## src/rtl/mem_stage_if.sv

```systemverilog
// rtl/mem_stage_if.sv - data-memory request/acknowledge bus between the MEM stage and data memory
interface mem_stage_if;
   logic        dmem_req;
   logic        dmem_we;
   logic [31:0] dmem_addr;
   logic [31:0] dmem_wdata;
   logic [31:0] dmem_rdata;
   logic        dmem_ack;

   modport master (
      output dmem_req,
      output dmem_we,
      output dmem_addr,
      output dmem_wdata,
      input  dmem_rdata,
      input  dmem_ack
   );

   modport slave (
      input  dmem_req,
      input  dmem_we,
      input  dmem_addr,
      input  dmem_wdata,
      output dmem_rdata,
      output dmem_ack
   );
endinterface

```

## src/rtl/mem_stage.sv

```systemverilog
// rtl/mem_stage.sv - MIPS memory-access stage: variable-latency load/store handshake,
// upstream stall, misalign and bus-timeout reporting into the MEM/WB register.
module mem_stage #(
   parameter int TIMEOUT    = 16,
   parameter bit ADDR_CHECK = 1'b1
) (
   input  logic             clk,
   input  logic             rst,
   input  logic [31:0]      ex_alu_res,
   input  logic [31:0]      ex_store_data,
   input  logic [4:0]       ex_dest,
   input  logic             ex_mem2reg,
   input  logic             ex_memwr,
   input  logic             ex_regwr,
   output logic             mem_stall,
   mem_stage_if.master      dmem,
   output logic [31:0]      wb_result,
   output logic [4:0]       wb_dest,
   output logic             wb_regwr,
   output logic             wb_misalign,
   output logic             wb_buserr
);

   typedef enum logic [1:0] {IDLE, BUSY, DONE} state_t;

   localparam logic [7:0] TO_LAST = 8'(TIMEOUT - 1);

   state_t     state;
   logic [7:0] cnt;
   logic       is_mem;
   logic       misaligned;
   logic       start;

   always_comb begin
      is_mem     = ex_memwr | ex_mem2reg;
      misaligned = ADDR_CHECK && (ex_alu_res[1:0] != 2'b00);
      start      = (state == IDLE) && is_mem && !misaligned;
   end

   // Stall is combinational so the upstream registers hold the op on the very edge it issues.
   assign mem_stall = start || (state == BUSY);

   always_ff @(posedge clk or posedge rst) begin
      if (rst) begin
         state           <= IDLE;
         cnt             <= 8'd0;
         dmem.dmem_req   <= 1'b0;
         dmem.dmem_we    <= 1'b0;
         dmem.dmem_addr  <= 32'd0;
         dmem.dmem_wdata <= 32'd0;
         wb_result       <= 32'd0;
         wb_dest         <= 5'd0;
         wb_regwr        <= 1'b0;
         wb_misalign     <= 1'b0;
         wb_buserr       <= 1'b0;
      end else begin
         case (state)
            IDLE: begin
               wb_buserr <= 1'b0;
               if (!is_mem) begin
                  wb_result   <= ex_alu_res;
                  wb_dest     <= ex_dest;
                  wb_regwr    <= ex_regwr;
                  wb_misalign <= 1'b0;
               end else if (misaligned) begin
                  wb_result   <= ex_alu_res;
                  wb_dest     <= ex_dest;
                  wb_regwr    <= 1'b0;
                  wb_misalign <= 1'b1;
               end else begin
                  // memwr dominates mem2reg, so a store is simply ex_memwr.
                  dmem.dmem_req   <= 1'b1;
                  dmem.dmem_we    <= ex_memwr;
                  dmem.dmem_addr  <= ex_alu_res;
                  dmem.dmem_wdata <= ex_store_data;
                  cnt             <= 8'd0;
                  wb_regwr        <= 1'b0;
                  wb_misalign     <= 1'b0;
                  state           <= BUSY;
               end
            end

            BUSY: begin
               if (dmem.dmem_ack) begin
                  dmem.dmem_req <= 1'b0;
                  state         <= DONE;
                  if (!dmem.dmem_we) begin
                     wb_result <= dmem.dmem_rdata;
                     wb_dest   <= ex_dest;
                     wb_regwr  <= ex_regwr;
                  end else begin
                     wb_regwr  <= 1'b0;
                  end
               end else if (cnt == TO_LAST) begin
                  dmem.dmem_req <= 1'b0;
                  wb_buserr     <= 1'b1;
                  wb_regwr      <= 1'b0;
                  state         <= DONE;
               end else begin
                  cnt <= cnt + 8'd1;
               end
            end

            DONE: begin
               // EX/MEM still shows the finished op this cycle; it must not re-issue.
               wb_regwr    <= 1'b0;
               wb_misalign <= 1'b0;
               wb_buserr   <= 1'b0;
               state       <= IDLE;
            end

            default: state <= IDLE;
         endcase
      end
   end

endmodule
```

## src/flat_wrapper.sv

```systemverilog
// flat-port wrapper written by rule: the top's interface ports become plain ports
module mem_stage_flat 
#(
   parameter int TIMEOUT    = 16,
   parameter bit ADDR_CHECK = 1'b1
)
  (clk, rst, ex_alu_res, ex_store_data, ex_dest, ex_mem2reg, ex_memwr, ex_regwr, mem_stall, wb_result, wb_dest, wb_regwr, wb_misalign, wb_buserr, dmem_dmem_req, dmem_dmem_we, dmem_dmem_addr, dmem_dmem_wdata, dmem_dmem_rdata, dmem_dmem_ack);
  mem_stage_if dmem_i ();
  input  logic clk;
  input  logic rst;
  input  logic [31:0] ex_alu_res;
  input  logic [31:0] ex_store_data;
  input  logic [4:0] ex_dest;
  input  logic ex_mem2reg;
  input  logic ex_memwr;
  input  logic ex_regwr;
  output logic mem_stall;
  output logic [31:0] wb_result;
  output logic [4:0] wb_dest;
  output logic wb_regwr;
  output logic wb_misalign;
  output logic wb_buserr;
  output wire logic [$bits(dmem_i.dmem_req)-1:0] dmem_dmem_req;
  output wire logic [$bits(dmem_i.dmem_we)-1:0] dmem_dmem_we;
  output wire logic [$bits(dmem_i.dmem_addr)-1:0] dmem_dmem_addr;
  output wire logic [$bits(dmem_i.dmem_wdata)-1:0] dmem_dmem_wdata;
  input wire logic [$bits(dmem_i.dmem_rdata)-1:0] dmem_dmem_rdata;
  input wire logic [$bits(dmem_i.dmem_ack)-1:0] dmem_dmem_ack;
  assign dmem_dmem_req = dmem_i.dmem_req;
  assign dmem_dmem_we = dmem_i.dmem_we;
  assign dmem_dmem_addr = dmem_i.dmem_addr;
  assign dmem_dmem_wdata = dmem_i.dmem_wdata;
  assign dmem_i.dmem_rdata = dmem_dmem_rdata;
  assign dmem_i.dmem_ack = dmem_dmem_ack;
  mem_stage #(.TIMEOUT(TIMEOUT), .ADDR_CHECK(ADDR_CHECK)) u_core (.clk(clk), .rst(rst), .ex_alu_res(ex_alu_res), .ex_store_data(ex_store_data), .ex_dest(ex_dest), .ex_mem2reg(ex_mem2reg), .ex_memwr(ex_memwr), .ex_regwr(ex_regwr), .mem_stall(mem_stall), .dmem(dmem_i), .wb_result(wb_result), .wb_dest(wb_dest), .wb_regwr(wb_regwr), .wb_misalign(wb_misalign), .wb_buserr(wb_buserr));
endmodule
```

## config.mk

```make
export PLATFORM = sky130hd
export DESIGN_NAME = mem_stage_flat
export DESIGN_NICKNAME = d
export VERILOG_FILES = /design/src/rtl/mem_stage_if.sv /design/src/rtl/mem_stage.sv /design/src/flat_wrapper.sv
export SDC_FILE = /design/constraint.sdc
export NUM_CORES = 1
export LEC_CHECK = 0
export CORE_MARGIN = 5
export CORE_UTILIZATION = 45
export CTS_CLUSTER_DIAMETER = 60
export DETAILED_ROUTE_END_ITERATION = 8
export GPL_TIMING_DRIVEN = 1
export PLACE_DENSITY = 0.82
export SYNTH_ARGS = -nofsm -noshare
export SYNTH_HDL_FRONTEND = slang
export SYNTH_SLANG_ARGS = --single-unit
```

## constraint.sdc

```tcl
create_clock -name clk -period 7.3 [get_ports clk]
set_input_delay 1.095 -clock clk [delete_from_list [all_inputs] [get_ports clk]]
set_output_delay 1.095 -clock clk [all_outputs]
set_load 0.01 [all_outputs]
```

==> flow_summary.json <==
{
  "status": "complete, no violations",
  "finalSetupViolCount": 0,
  "clk_pin_slew_ps": 50,
  "async_flop_share": 1.00,
  "clock_latency_ps": 400,
  "crit_path_max_fanout": 46,
  "rsz0062_at_grt": "no",
  "tritoncts": "built",
  "routedWlPerCell_um": 16.6,
  "max_freq_mhz": 252,
  "clockRootBuffer": "clkbuf_16",
  "syn_inst": 479,
  "cp.arrival_ps": 2880,
  "io_buffers": 213,
  "hold_violations": 0,
  "synth.distinct_cells": 45,
  "fin_area_sq_mm": 0.00800,
  "powerDensity_mw_per_mm2": 444,
  "utilization": 0.709,
  "syn_area_sq_mm": 0.00511,
  "grt_pass1_vias": 4462,
  "area_growth_syn_to_layout_pct": 56.5,
  "avgSynthCellArea_sq_um": 10.7,
  "grt_max_degree": 67,
  "drt_wl_total_um": 14000,
  "core_sq_mm": 0.0113,
  "grt_pass1_wl_um": 22000,
  "hold_depth": 2,
  "ant_nets": 0,
  "dieArea_sq_mm": 0.0136,
  "cap_violations": 0,
  "worstSetupPathType": "reg2out",
  "cts_resized": 0,
  "hpwlAfterDp_um": 10100,
  "finalCritPeriodShare": 0.544,
  "yosysWarnings": 0,
  "synth_ff_type": "dfrtp_1",
  "overflow": 0,
  "clock-sinks": 116,
  "cp-start-kind": "register",
  "drv_slew": 0,
  "p_leak_nw": 3.61,
  "vdd_drop_max_mv": 0.248,
  "grt_use_total": 0.208,
  "drive_gt1_frac": 0.128,
  "htreeDepth": 4,
  "vias": 4219,
  "drc_errors": 0,
  "skew_ps": 5.88,
  "cts_hold_buf": 0,
  "gp_congestion": 0.827,
  "syn_nets": 592,
  "yosysSeqAreaShare": 0.568,
  "tightest_slew_ps": 1330,
  "avgViaCountPerCell": 4.99,
  "die_h_um": 117,
  "crit_required_ps": 6200,
  "hold_class": "reg2reg",
  "die_w_um": 117,
  "nets": 802,
  "antennaDiodeCount": 0,
  "antenna_found_initial": 0,
  "power_mw": 3.55,
  "cts_inserted_buffers": 17,
  "relSlewSlack": 0.112,
  "postCtsSetupBuffers": 0,
  "fillers": 810,
  "whs_ps": 473,
  "fin_crit_ps": 3970,
  "cp-end-kind": "output pin",
  "clockBufferDepth": 2,
  "first_pass_iters": 4,
  "ys_ff_latch": 116,
  "fin_tns_setup_ps": 0,
  "start_util": 0.453,
  "synth_edf_count": 0,
  "rows": 39,
  "io_pins": 214,
  "drt_iter0_markers": 211,
  "reg2reg_depth": 5,
  "place_area_sq_mm": 0.00732
}
## sequential cells by signal, indices dropped and copies added, names as in the netlist, 2 cells and up
register	count
u_core.dmem.dmem_addr	32
u_core.wb_dest	5
u_core.cnt	8
u_core.state	2
u_core.dmem.dmem_wdata	32
u_core.wb_result	32
## routing by layer
layer | GRT usage | wire length [um] | vias to the layer above | part of all wire
li1 | - | - | 2002 | -
met1 | 0.248 | 5530 | 2024 | 0.39
met2 | 0.344 | 6740 | 174 | 0.48
met3 | 0.0850 | 1480 | 19 | 0.11
met4 | 0.0711 | 267 | 0 | 0.019
met5 | 0 | 0 | - | 0
## critical path, cell delays in order, from the launching register on
cell and delay (ps):
dfrtp_1 400, inv_1 120, ha_2 940, inv_2 250
nand2_1 170, clkdlybuf4s50_1 590
## cell usage after synthesis, types with 2 or more instances
library cell,number,area [sq um]
dfrtp_1,116,2900
inv_1,5,18.8
a21oi_1,2,10.0
and2_1,5,31.3
clkbuf_1,14,52.6
mux2i_1,2,20.0
mux2_2,41,462
o21ai_0,5,25.0
a31oi_1,2,12.5
nor2_1,5,18.8
buf_1,3,11.3
or2_2,2,12.5
buf_2,3,15.0
ha_1,6,75.1
mux2_1,30,338
nand2_1,191,717
buf_6,3,33.8
nand3_1,6,30.0
o311ai_0,2,17.5
and3_1,2,12.5
o31ai_1,10,75.1
## cells by family after synthesis
kind of cell	synth area share
simple gates	0.179
fa+ha+maj	0.0147
compound gates	0.0472
mux	0.163
flops	0.568
buf+inv	0.0279
## final timing paths
path / start / endpoint / slack [ps]
min in group asynchronous: rst / u_core.dmem.dmem_wdata[6] / 1170
hold reg to reg: u_core.dmem.dmem_addr[30] / u_core.dmem.dmem_addr[30] / 470
setup reg to reg: u_core.state[1] / u_core.wb_dest[1] / 3910
max in group asynchronous: rst / u_core.dmem.dmem_addr[19] / 4920
hold / removal: u_core.dmem.dmem_addr[30] / u_core.dmem.dmem_addr[30] / 470
setup / recovery: u_core.state[1] / mem_stall / 3330
## cell usage in the layout (no fill, tap or decap), drive strengths merged, types with 2 or more instances in the layout
cell type,synthesis,routed
inv,6,6
or4,2,2
a21oi,3,3
bufinv,0,6
and2,5,5
and3,2,2
ha,6,6
mux2,72,72
clkinvlp,0,6
o21ai,6,6
mux2i,2,2
or2,2,2
nand2,192,192
dfrtp,116,116
o311ai,3,3
o31ai,10,10
clkdlybuf4s50,0,213
a31oi,2,2
a21boi,2,2
clkbuf,14,19
buf,10,2
nand3,7,7
nor2,6,6
## stage by stage
step	cells	setup WS [ps]
2_1_floorplan	479	3130
3_3_place_gp	813	3390
3_5_place_dp	813	3300
4_1_cts	845	3300
5_1_grt	845	3120
6_report	845	3330
## cell type report
class | instances | area [sq um] | area share
Sequential cell | 116 | 2900 | 0.363
Timing Repair Buffer | 215 | 2150 | 0.269
Multi-Input combinational cell | 333 | 2070 | 0.259
Clock buffer | 19 | 443 | 0.0554
Clock inverter | 13 | 230 | 0.0288
Tap cell | 143 | 179 | 0.0224
Inverter | 6 | 25.0 | 0.00313
## power breakdown
group / total, mW / switching, mW / internal, mW
clock: 0.931 / 0.284 / 0.648
combinational: 1.51 / 0.675 / 0.835
sequential: 1.11 / 0.170 / 0.939
total: 3.55 / 1.13 / 2.42
Note: power is estimated with default switching activity, not from simulation.
